===== src/rtl/bnn_seq_ctrl_if.sv =====
// Handshake bundle between the BNN sequencer and its producers/consumer:
// weight-byte stream (cfg_*), input-vector stream (in_*) and result stream (out_*).
interface bnn_seq_ctrl_if #(
    parameter int IN_W  = 8,
    parameter int OUT_W = 4
);
    logic             cfg_valid;
    logic             cfg_ready;
    logic [7:0]       cfg_data;
    logic             in_valid;
    logic             in_ready;
    logic [IN_W-1:0]  in_data;
    logic             out_valid;
    logic             out_ready;
    logic [OUT_W-1:0] out_data;

    modport master (
        output cfg_valid, cfg_data, in_valid, in_data, out_ready,
        input  cfg_ready, in_ready, out_valid, out_data
    );

    modport slave (
        input  cfg_valid, cfg_data, in_valid, in_data, out_ready,
        output cfg_ready, in_ready, out_valid, out_data
    );
endinterface


===== src/rtl/bnn_seq_ctrl.sv =====
// Sequencer in front of the 8-8-4 BNN core: streams weight bytes as lo/hi nibbles
// after a one-cycle core reset, issues input vectors, waits out the core pipeline
// and returns each result over valid/ready.
// Ports: clk, reset (sync, active-high), ena (freeze), load_start (reload request),
//   bus (cfg/in/out handshakes, slave side), bnn_rst/bnn_x/bnn_wnib/bnn_load_en to
//   the core, bnn_y from the core, busy (not IDLE), load_done (pulse after reload).
module bnn_seq_ctrl #(
    parameter int NUM_NEURONS = 12,
    parameter int IN_W        = 8,
    parameter int OUT_W       = 4,
    parameter int PIPE_LAT    = 2
) (
    input  logic             clk,
    input  logic             reset,
    input  logic             ena,
    input  logic             load_start,
    bnn_seq_ctrl_if.slave    bus,
    output logic             bnn_rst,
    output logic [IN_W-1:0]  bnn_x,
    output logic [3:0]       bnn_wnib,
    output logic             bnn_load_en,
    input  logic [OUT_W-1:0] bnn_y,
    output logic             busy,
    output logic             load_done
);
    localparam logic [2:0] S_IDLE    = 3'd0;
    localparam logic [2:0] S_WRST    = 3'd1;
    localparam logic [2:0] S_LOAD_LO = 3'd2;
    localparam logic [2:0] S_LOAD_HI = 3'd3;
    localparam logic [2:0] S_INFER   = 3'd4;
    localparam logic [2:0] S_OUT     = 3'd5;

    // wait counter must reach PIPE_LAT without wrapping
    localparam int WW = $clog2(PIPE_LAT + 2);
    localparam logic [4:0]    LAST_BYTE = 5'(NUM_NEURONS - 1);
    localparam logic [WW-1:0] WAIT_END  = WW'(PIPE_LAT);

    logic [2:0]       state_q, state_d;
    logic             pend_q, pend_d;
    logic [4:0]       nbyte_q, nbyte_d;
    logic [WW-1:0]    wait_q, wait_d;
    logic [3:0]       hi_q, hi_d;
    logic [IN_W-1:0]  x_q, x_d;
    logic             ov_q, ov_d;
    logic [OUT_W-1:0] od_q, od_d;
    logic             done_q, done_d;

    logic             cfg_rdy;
    logic             in_rdy;
    logic             ld_en;
    logic [3:0]       wnib;
    logic             core_rst;

    always_comb begin
        state_d  = state_q;
        pend_d   = pend_q;
        nbyte_d  = nbyte_q;
        wait_d   = wait_q;
        hi_d     = hi_q;
        x_d      = x_q;
        ov_d     = ov_q;
        od_d     = od_q;
        done_d   = 1'b0;
        cfg_rdy  = 1'b0;
        in_rdy   = 1'b0;
        ld_en    = 1'b0;
        wnib     = 4'h0;
        core_rst = 1'b0;

        // ena low (or reset) freezes everything and keeps all strobes low
        if (ena && !reset) begin
            if (load_start) pend_d = 1'b1;
            case (state_q)
                S_IDLE: begin
                    in_rdy = ~pend_q & ~load_start & ~ov_q;
                    // a reload request takes priority over a waiting vector
                    if ((pend_q | load_start) && !ov_q) begin
                        pend_d  = 1'b0;
                        state_d = S_WRST;
                    end else if (bus.in_valid && in_rdy) begin
                        x_d     = bus.in_data;
                        wait_d  = '0;
                        state_d = S_INFER;
                    end
                end
                S_WRST: begin
                    core_rst = 1'b1;
                    nbyte_d  = 5'd0;
                    state_d  = S_LOAD_LO;
                end
                S_LOAD_LO: begin
                    cfg_rdy = 1'b1;
                    // without a byte, hold here so the core nibble phase is kept
                    if (bus.cfg_valid) begin
                        wnib    = bus.cfg_data[3:0];
                        ld_en   = 1'b1;
                        hi_d    = bus.cfg_data[7:4];
                        state_d = S_LOAD_HI;
                    end
                end
                S_LOAD_HI: begin
                    wnib    = hi_q;
                    ld_en   = 1'b1;
                    nbyte_d = nbyte_q + 5'd1;
                    if (nbyte_q == LAST_BYTE) begin
                        done_d  = 1'b1;
                        state_d = S_IDLE;
                    end else begin
                        state_d = S_LOAD_LO;
                    end
                end
                S_INFER: begin
                    wait_d = wait_q + WW'(1);
                    if (wait_q == WAIT_END) begin
                        od_d    = bnn_y;
                        ov_d    = 1'b1;
                        state_d = S_OUT;
                    end
                end
                S_OUT: begin
                    if (bus.out_ready) begin
                        ov_d    = 1'b0;
                        state_d = S_IDLE;
                    end
                end
                default: state_d = S_IDLE;
            endcase
        end
    end

    always_ff @(posedge clk) begin
        if (reset) begin
            state_q <= S_IDLE;
            pend_q  <= 1'b0;
            nbyte_q <= 5'd0;
            wait_q  <= '0;
            hi_q    <= 4'h0;
            x_q     <= '0;
            ov_q    <= 1'b0;
            od_q    <= '0;
            done_q  <= 1'b0;
        end else begin
            state_q <= state_d;
            pend_q  <= pend_d;
            nbyte_q <= nbyte_d;
            wait_q  <= wait_d;
            hi_q    <= hi_d;
            x_q     <= x_d;
            ov_q    <= ov_d;
            od_q    <= od_d;
            done_q  <= done_d;
        end
    end

    assign bus.cfg_ready = cfg_rdy;
    assign bus.in_ready  = in_rdy;
    assign bus.out_valid = ov_q;
    assign bus.out_data  = od_q;
    assign bnn_rst       = core_rst;
    assign bnn_x         = x_q;
    assign bnn_wnib      = wnib;
    assign bnn_load_en   = ld_en;
    assign busy          = (state_q != S_IDLE);
    assign load_done     = done_q;
endmodule


===== src/flat_wrapper.sv =====
// flat-port wrapper written by rule: the top's interface ports become plain ports
module bnn_seq_ctrl_flat 
#(
    parameter int NUM_NEURONS = 12,
    parameter int IN_W        = 8,
    parameter int OUT_W       = 4,
    parameter int PIPE_LAT    = 2
)
  (clk, reset, ena, load_start, bnn_rst, bnn_x, bnn_wnib, bnn_load_en, bnn_y, busy, load_done, bus_cfg_valid, bus_cfg_data, bus_in_valid, bus_in_data, bus_out_ready, bus_cfg_ready, bus_in_ready, bus_out_valid, bus_out_data);
  bnn_seq_ctrl_if #(.IN_W(IN_W), .OUT_W(OUT_W)) bus_i ();
  input  logic clk;
  input  logic reset;
  input  logic ena;
  input  logic load_start;
  output logic bnn_rst;
  output logic [IN_W-1:0] bnn_x;
  output logic [3:0] bnn_wnib;
  output logic bnn_load_en;
  input  logic [OUT_W-1:0] bnn_y;
  output logic busy;
  output logic load_done;
  input wire logic [$bits(bus_i.cfg_valid)-1:0] bus_cfg_valid;
  input wire logic [$bits(bus_i.cfg_data)-1:0] bus_cfg_data;
  input wire logic [$bits(bus_i.in_valid)-1:0] bus_in_valid;
  input wire logic [$bits(bus_i.in_data)-1:0] bus_in_data;
  input wire logic [$bits(bus_i.out_ready)-1:0] bus_out_ready;
  output wire logic [$bits(bus_i.cfg_ready)-1:0] bus_cfg_ready;
  output wire logic [$bits(bus_i.in_ready)-1:0] bus_in_ready;
  output wire logic [$bits(bus_i.out_valid)-1:0] bus_out_valid;
  output wire logic [$bits(bus_i.out_data)-1:0] bus_out_data;
  assign bus_i.cfg_valid = bus_cfg_valid;
  assign bus_i.cfg_data = bus_cfg_data;
  assign bus_i.in_valid = bus_in_valid;
  assign bus_i.in_data = bus_in_data;
  assign bus_i.out_ready = bus_out_ready;
  assign bus_cfg_ready = bus_i.cfg_ready;
  assign bus_in_ready = bus_i.in_ready;
  assign bus_out_valid = bus_i.out_valid;
  assign bus_out_data = bus_i.out_data;
  bnn_seq_ctrl #(.NUM_NEURONS(NUM_NEURONS), .IN_W(IN_W), .OUT_W(OUT_W), .PIPE_LAT(PIPE_LAT)) u_core (.clk(clk), .reset(reset), .ena(ena), .load_start(load_start), .bus(bus_i), .bnn_rst(bnn_rst), .bnn_x(bnn_x), .bnn_wnib(bnn_wnib), .bnn_load_en(bnn_load_en), .bnn_y(bnn_y), .busy(busy), .load_done(load_done));
endmodule

===== config.mk =====
export PLATFORM = sky130hd
export DESIGN_NAME = bnn_seq_ctrl_flat
export DESIGN_NICKNAME = d
export VERILOG_FILES = /design/src/rtl/bnn_seq_ctrl_if.sv /design/src/rtl/bnn_seq_ctrl.sv /design/src/flat_wrapper.sv
export SDC_FILE = /design/constraint.sdc
export NUM_CORES = 1
export LEC_CHECK = 0
export CAP_MARGIN = 15
export CORE_AREA = 3 3 61 49
export DETAILED_ROUTE_END_ITERATION = 8
export DIE_AREA = 0 0 64 52
export DONT_BUFFER_PORTS = 1
export PLACE_DENSITY = 0.78
export SETUP_SLACK_MARGIN = 0.2
export SYNTH_ARGS = -nofsm -noshare
export SYNTH_HDL_FRONTEND = slang
export SYNTH_SLANG_ARGS = --single-unit

===== constraint.sdc =====
create_clock -name clk -period 1.93 [get_ports clk]
set_input_delay 0.2895 -clock clk [delete_from_list [all_inputs] [get_ports clk]]
set_output_delay 0.2895 -clock clk [all_outputs]
set_load 0.03 [all_outputs]

Yosys cells after proc, flatten, opt, wreduce, memory -nomap -nowiden
Cells that the tools add are included.
Storage, ports and cells
  output and inout port bits: 23
  flip-flop bits (word level): 29
Cells by class
  $add $sub $neg: 2
  muxes and demuxes: 30
  bitwise operators: 9
  reductions and logical operators: 18
  equal/unequal tests: 13
Operator list (count)
  3-bit one-hot mux with 6 select lines: 1
  3-bit two-way mux: 5
  1-bit two-way mux: 14
  4-bit AND reduction: 3
  5-bit one-hot mux with 2 select lines: 1
  4-bit two-way mux: 2
  4-bit one-hot mux with 2 select lines: 1
  3-bit by 2-bit equality test with 1-bit output, second input constant: 2
  3-bit equality test, second input constant: 2
  2-bit two-way mux: 3
  2-bit != test, second input constant: 3
  1-bit inverter: 6
  3-bit AND reduction: 2
  2-bit nonzero test: 3
  5-bit by 1-bit adder with 5-bit output, second input constant: 1
  5-bit by 4-bit equality test with 1-bit output, second input constant: 1
  5-bit AND reduction: 1
  2-bit by 1-bit != test with 1-bit output, second input constant: 2
  1-bit one-hot mux with 2 select lines: 2
  2-bit one-hot mux with 2 select lines: 1
  3-bit by 1-bit equality test with 1-bit output, second input constant: 1
  1-bit logical AND: 3
  3-bit logical NOT: 1
  3-bit by 1-bit != test with 1-bit output, second input constant: 1
  8 further kinds: 10

Longest topological paths before layout
  depth after elaboration: 7
  mapped depth: 6

Worst setup path after synthesis
Ideal clock, no wire load.
  path kind: reg2out
  start point: register u_core.state_q[1]
  end point: output bnn_wnib[0]
  required time: 1.640 ns
  stages on the path, launching flop included: 7
  buffers on the path: 2
  arrival time: 1.425 ns
  slack: 0.216 ns
  cells stage by stage: dfxtp_1 > buf_4 > buf_2 > inv_1 > nor3_2 > a22oi_1 > nor2_1
Between the ends
  longest elaborated chain between the ends: 3
  elaborated cells on any way between the ends: 4
  those cells by class: eq/ne (2); mux (2)
RTL lines
  from (decl): RTL line bnn_seq_ctrl.sv:38  | logic [2:0] state_q, state_d;
  from (signal assigned): RTL line bnn_seq_ctrl.sv:143  | state_q <= state_d;
  3-bit by 2-bit equality test with 1-bit output: RTL line bnn_seq_ctrl.sv:73  | case (state_q)
  4-bit one-hot mux with 2 select lines (*): RTL line bnn_seq_ctrl.sv:73
  4-bit two-way mux (*): RTL line bnn_seq_ctrl.sv:71  | if (ena && !reset) begin
  to (decl): RTL line flat_wrapper.sv:17  | output logic [3:0] bnn_wnib;
Every way passes the cells marked *; elsewhere a longest branch is shown, timed or not.

Worst setup path in the final report
  start point: register u_core.state_q[2]
  end point: output bnn_wnib[0]
Same word-level chain as after synthesis.

==> impl_metrics.env <==
export IMPL_initial_core_util=0.584
export IMPL_hold_viol_final=0
export IMPL_synthesis_yosys_warnings=0
export IMPL_gpl_final_weighted_congestion=0.892
export IMPL_ys_flop_type="sky130_fd_sc_hd__dfxtp_1"
export IMPL_clock_sinks=29
export IMPL_first_global_vias=1254
export IMPL_count_of_flip_flops_with_a_built_in_enable_after_synthesis=0
export IMPL_synth_lib_cells_used_distinct=45
export IMPL_post_synth_main_area_contributors="sky130_fd_sc_hd__dfxtp_1 40%, sky130_fd_sc_hd__nor2_1 5.9%, sky130_fd_sc_hd__mux2i_1 5.5%"
export IMPL_wire_per_inst_um=15.7
export IMPL_worstPathMaxFanout=14
export IMPL_tightest_slew_ns=0.490
export IMPL_synthesis_area_sq_um=1460
export IMPL_max_clock_path_buffers=2
export IMPL_area_growth_syn_to_layout_pct=16.3
export IMPL_worst_setup_path_end_kind="output port"
export IMPL_grt_setup_unrepaired="yes"
export IMPL_ioPinCount=50
export IMPL_floorplan_rows=16
export IMPL_syn_num_nets=197
export IMPL_floorplan_core_area_sq_um=2500
export IMPL_clock_insertion_delay_worst_skew_ns=0.32
export IMPL_number_of_detailed_routing_iterations_run_before_antenna_repair=4
export IMPL_post_route_drc_count=0
export IMPL_cts_tree="done"
export IMPL_crit_reg2reg_capture="u_core.state_q[1]"
export IMPL_floorplan_die_height_um=52
export IMPL_share_of_cells_above_drive_strength_1=0.223
export IMPL_finalWorstSetupSlack_ns=0.199
export IMPL_grt_total_usage=0.214
export IMPL_utilization=0.679
export IMPL_drt_iter0_markers=48
export IMPL_n_antenna_cell=0
export IMPL_gr_max_usage_layer="met2"
export IMPL_maximum_number_of_pins_on_one_net_before_global_route_repair=33
export IMPL_gr_usage_met2=0.360
export IMPL_synthesis_instances=168
export IMPL_hpwlAfterDp_um=2400
export IMPL_async_reset_ff_frac=0
export IMPL_maxCapViolCount=0
export IMPL_rr_startpoint="u_core.state_q[1]"
export IMPL_leakage_nw=0.697
export IMPL_clock_skew_final_ns=0.00876
export IMPL_powerDensity_nw_per_um2=674
export IMPL_floorplan_die_width_um=64
export IMPL_cts_hold_buffers_added=0
export IMPL_most_common_layout_cells="26 x sky130_fd_sc_hd__dfxtp_1, 23 x sky130_fd_sc_hd__nor2_1, 16 x sky130_fd_sc_hd__buf_4"
export IMPL_worst_r2r_cell_count=5
export IMPL_min_from="reset"
export IMPL_route_detailed_vias_per_inst=5.91
export IMPL_setup_viol=0
export IMPL_total_negative_setup_slack_ns=0
export IMPL_antenna_violations_before_repair=0
export IMPL_tritoncts_buffer_count=5
export IMPL_run_status="finished, final reports clean"
export IMPL_holdWs_ns=0.0270
export IMPL_synth_ff_latch_count=29
export IMPL_nets=212
export IMPL_arrival_ns=1.44
export IMPL_peakVddDrop_mv=0.506
export IMPL_groute_layer_met1_usage=0.254
export IMPL_ant_nets=0
export IMPL_crit_path_start_kind="flip-flop"
export IMPL_netlist_area_leader_share=0.397
export IMPL_timing_reg2reg_setup_slack_ns=0.20
export IMPL_synthesis_area_per_instance_sq_um=8.70
export IMPL_critPathCapture="bnn_wnib[0]"
export IMPL_first_pass_grt_wire_length_um=5520
export IMPL_route_final_wire_length_um=3450
export IMPL_numPortBuffers=0
export IMPL_cts_clk_slew_worst_paths_ns=0.09
export IMPL_met3_use_gr=0.0670
export IMPL_post_route_min_period_ns=1.73
export IMPL_detailedPlace_worstSlack_ns=0.192
export IMPL_critPathLaunch="u_core.state_q[2]"
export IMPL_timing_hold_worst_class="in2reg"
export IMPL_grt_remaining_overflow=0
export IMPL_design_die_area_sq_um=3330
export IMPL_critPathRequiredTime_ns=1.64
export IMPL_final_common_cell="sky130_fd_sc_hd__dfxtp_1"
export IMPL_p_total_mw=1.15
export IMPL_setup_worst_path_class="reg2out"
export IMPL_synth_area_leader_cell="sky130_fd_sc_hd__dfxtp_1"
export IMPL_slew_headroom=0.669
export IMPL_finalCritPeriodShare=0.897
export IMPL_routed_via_count=1301
export IMPL_seq_area_frac_synth=0.397
export IMPL_cts_root_buffer_cell="sky130_fd_sc_hd__clkbuf_4"
export IMPL_report_final_slew_viol_count=0
export IMPL_ctsHtreeMaxLevel=2
export IMPL_timing_fmax_ghz=0.578
[report_power, final]
part           internal [mW]  switching [mW]
sequential             0.605          0.0213
combinational         0.0465          0.0565
clock                  0.211           0.205
total                  0.863           0.282
[timing repair]
action,4_1_cts,5_1_grt
endpoints found under the setup margin,9,9
hold endpoints to repair,0,0
setup buffers,2,3
pin swaps,2,1
resized for setup,14,2
[metal layers]
layer  wire length (um)  up-vias
met1               1500      601
met3                270       10
met4                 78        0
li1                   -      630
met5                  0        -
met2               1600       60
[cell families (layout without fill, tap and decap cells)]
family,Yosys count,count (layout),share of synthesized area
AO/OA/AOI/OAI,32,32,0.146
adder cells (fa/ha/maj),2,2,0.0171
buffers and inverters,13,29,0.0411
flip-flops,29,29,0.397
multiplexers,12,12,0.0856
AND/OR/NAND/NOR,80,80,0.313
[cell type report]
| class | instances | area (sq um) |
|---|---|---|
| multi-input cells | 126 | 848 |
| fillers | 201 | 803 |
| flip-flops and latches | 29 | 592 |
| repair buffers | 16 | 120 |
| clock buffers | 7 | 65.1 |
| well taps | 36 | 45.0 |
| inverters | 5 | 23.8 |
| clock inverters | 1 | 5.00 |
[flip-flops by register name, indices dropped and copies added, names as in the netlist]
register and count:
u_core.bnn_x 8, u_core.bus.out_data 4, u_core.bus.out_valid 1, u_core.hi_q 4
u_core.load_done 1, u_core.nbyte_q 5, u_core.pend_q 1, u_core.state_q 3
u_core.wait_q 2
[worst min-delay path by stage]
stage	to	slack (ns)	depth (start not counted)
after floorplan	u_core.bus.out_data[0]	0.40	2
after global placement	u_core.nbyte_q[4]	0.36	1
after detailed placement	u_core.state_q[0]	0.36	1
after CTS	u_core.state_q[2]	0.02	1
after global routing	u_core.state_q[2]	0.007	1
final	u_core.state_q[2]	0.03	1
[metrics by stage]
step / cell area (sq um) / std cells
6_report: 1700 / 220
5_1_grt: 1700 / 220
4_1_cts: 1670 / 217
3_5_place_dp: 1550 / 207
3_3_place_gp: 1550 / 207
2_1_floorplan: 1460 / 168
[Yosys cell counts, types with 2 or more instances]
| library cell | number |
|---|---|
| sky130_fd_sc_hd__a211oi_1 | 3 |
| sky130_fd_sc_hd__a21oi_1 | 9 |
| sky130_fd_sc_hd__a22oi_1 | 4 |
| sky130_fd_sc_hd__and2_1 | 2 |
| sky130_fd_sc_hd__buf_2 | 3 |
| sky130_fd_sc_hd__buf_4 | 2 |
| sky130_fd_sc_hd__clkbuf_1 | 3 |
| sky130_fd_sc_hd__dfxtp_1 | 29 |
| sky130_fd_sc_hd__ha_1 | 2 |
| sky130_fd_sc_hd__inv_1 | 3 |
| sky130_fd_sc_hd__inv_2 | 2 |
| sky130_fd_sc_hd__mux2_1 | 4 |
| sky130_fd_sc_hd__mux2i_1 | 8 |
| sky130_fd_sc_hd__nand2_1 | 15 |
| sky130_fd_sc_hd__nand2b_1 | 5 |
| sky130_fd_sc_hd__nand3_1 | 4 |
| sky130_fd_sc_hd__nor2_1 | 23 |
| sky130_fd_sc_hd__nor2b_1 | 7 |
| sky130_fd_sc_hd__nor3_1 | 4 |
| sky130_fd_sc_hd__o21ai_0 | 4 |
| sky130_fd_sc_hd__o21ai_1 | 4 |
| sky130_fd_sc_hd__or3_1 | 5 |
[worst max-delay path, stage by stage, from the launching register on]
cell and delay, ns:
sky130_fd_sc_hd__dfxtp_4 0.41, sky130_fd_sc_hd__inv_2 0.11, sky130_fd_sc_hd__and4_4 0.26, sky130_fd_sc_hd__a22oi_1 0.07, sky130_fd_sc_hd__nor2_1 0.10, sky130_fd_sc_hd__buf_4 0.16
No activity file was read; power rests on OpenSTA's default activity.
==> RTL change, RTL diff (same settings) <==
Make the reset (`reset`) asynchronous in one clocked block.
--- a/src/rtl/bnn_seq_ctrl.sv
+++ b/src/rtl/bnn_seq_ctrl.sv
@@ -130,3 +130,3 @@
 
-    always_ff @(posedge clk) begin
+    always_ff @(posedge clk or posedge reset) begin
         if (reset) begin
Formal check against the unedited RTL: differs if reset is asserted again (counterexample within 4 cycles, from zero or initial values and one cycle with reset high); with reset held inactive, the same outputs for 10 cycles.
==> RTL change against the original RTL <==
  * First-iteration DRC count grew 4.2%
  * Routed wire length grew 2.2%
  * Global-route usage shrank 0.85 points
  * Critical path depth shrank 1
  * Synthesized area shrank 0.86%
  * Count of clock-buffer cells in the layout shrank 2
  * Setup slack lost 0.12 ns
  * Sequential cell count is the same
  * Core utilization grew 5.4 points
  * Final area grew 7.9%
  * Largest cell class unchanged
  * Highest routed layer unchanged
Power is not compared: it rests on default switching activity, and its combinational part moved more than twofold at a synthesized area within 25%.
==> RTL change: results (changes against the original RTL) <==
| Metric | Value |
|---|---|
| Met1 usage | `0.251 (was 0.254)` |
| DP HPWL | `2280 microns (was 2400 microns)` |
| Slowest CP cell | `dfrtp_2 (was dfxtp_4)` |
| Slowest stage delay, CP | `0.45 ns (was 0.41 ns)` |
| Largest net degree at the start of global routing | `30 (was 33)` |
| Worst Setup EP | `bnn_load_en (was bnn_wnib[0])` |
| Ys async rst share | `1.00 (was 0)` |
| GRT Util Overall | `0.205 (was 0.214)` |
| Area contributors post-synth | `dfrtp_1 (50%), mux2_2 (12%), nor2_1 (3.4%) (was dfxtp_1 (40%), nor2_1 (5.9%), mux2i_1 (5.5%))` |
| Initial DRC count | `50 (was 48)` |
| Vias in the first global route | `1094 (was 1254)` |
| Met1 WL | `1390 microns (was 1500 microns)` |
| First-pass DRT Iterations | `5 (was 4)` |
| Pre-CTS WS | `0.200 ns (was 0.192 ns)` |
| Layout cells sized above 1 | `0.403 (was 0.223)` |
| Placed inst area | `0.00157 sq mm (was 0.00155 sq mm)` |
| Hold_buf cts | `1 (was 0)` |
| Routed len/inst | `18.1 microns (was 15.7 microns)` |
| Net Count, Synth | `161 (was 197)` |
| Sequential share of the synthesized area | `0.501 (was 0.397)` |
| Met3 wire length | `344 microns (was 270 microns)` |
| Slew @ Worst Pin | `0.467 ns (was 0.490 ns)` |
| RR Endpoint | `u_core.bnn_x[7]$_DFFE_PP0P_ (was u_core.state_q[1]$_SDFFE_PP0P_)` |
| Status | `finished clean (unchanged)` |
| Met3 Usage GRT | `0.0756 (was 0.0670)` |
| WP data arrival | `1.56 ns (was 1.44 ns)` |
| Via count | `1184 (was 1301)` |
| Global-route wire length before repair | `5000 microns (was 5520 microns)` |
| Avg Inst Size Synth | `11.0 sq um (was 8.70 sq um)` |
| Ys flop type | `dfrtp_1 (was dfxtp_1)` |
| Fill cell count | `172 (was 201)` |
[RTL change: cell types whose count changed in the layout (fill, tap and decap cells not counted), sizes merged, moves of 4 or more]
cell / change
dfrtp: +29
buf: +7
mux2: +12
dfxtp: -29
nor2: -10
mux2i: -7
or3: -4
nand2b: -5
[RTL change: power breakdown]
part	internal, W	total, W	switching (W)
Clock	0.000263	0.000472	0.000209
Combinational	0.000459	0.000911	0.000452
Sequential	0.000771	0.00102	0.000248
Total	0.00149	0.00240	0.000909
[RTL change: cell type report]
class,instances,area (sq um),area share
multi-input combinational,95,749,0.409
sequential,29,728,0.397
timing repair buffer,25,226,0.124
tap,36,45.0,0.0246
clock buffer,5,37.5,0.0205
clock inverter,2,35.0,0.0191
inverter,3,11.3,0.00614
[RTL change: logic make-up after synthesis]
logic type	after synthesis	share of synthesized area
buffers and inverters	8	0.0225
adder cells (fa/ha/maj)	2	0.0173
flip-flops	29	0.501
AND/OR/NAND/NOR	54	0.228
multiplexers	17	0.131
AO/OA/AOI/OAI	22	0.100
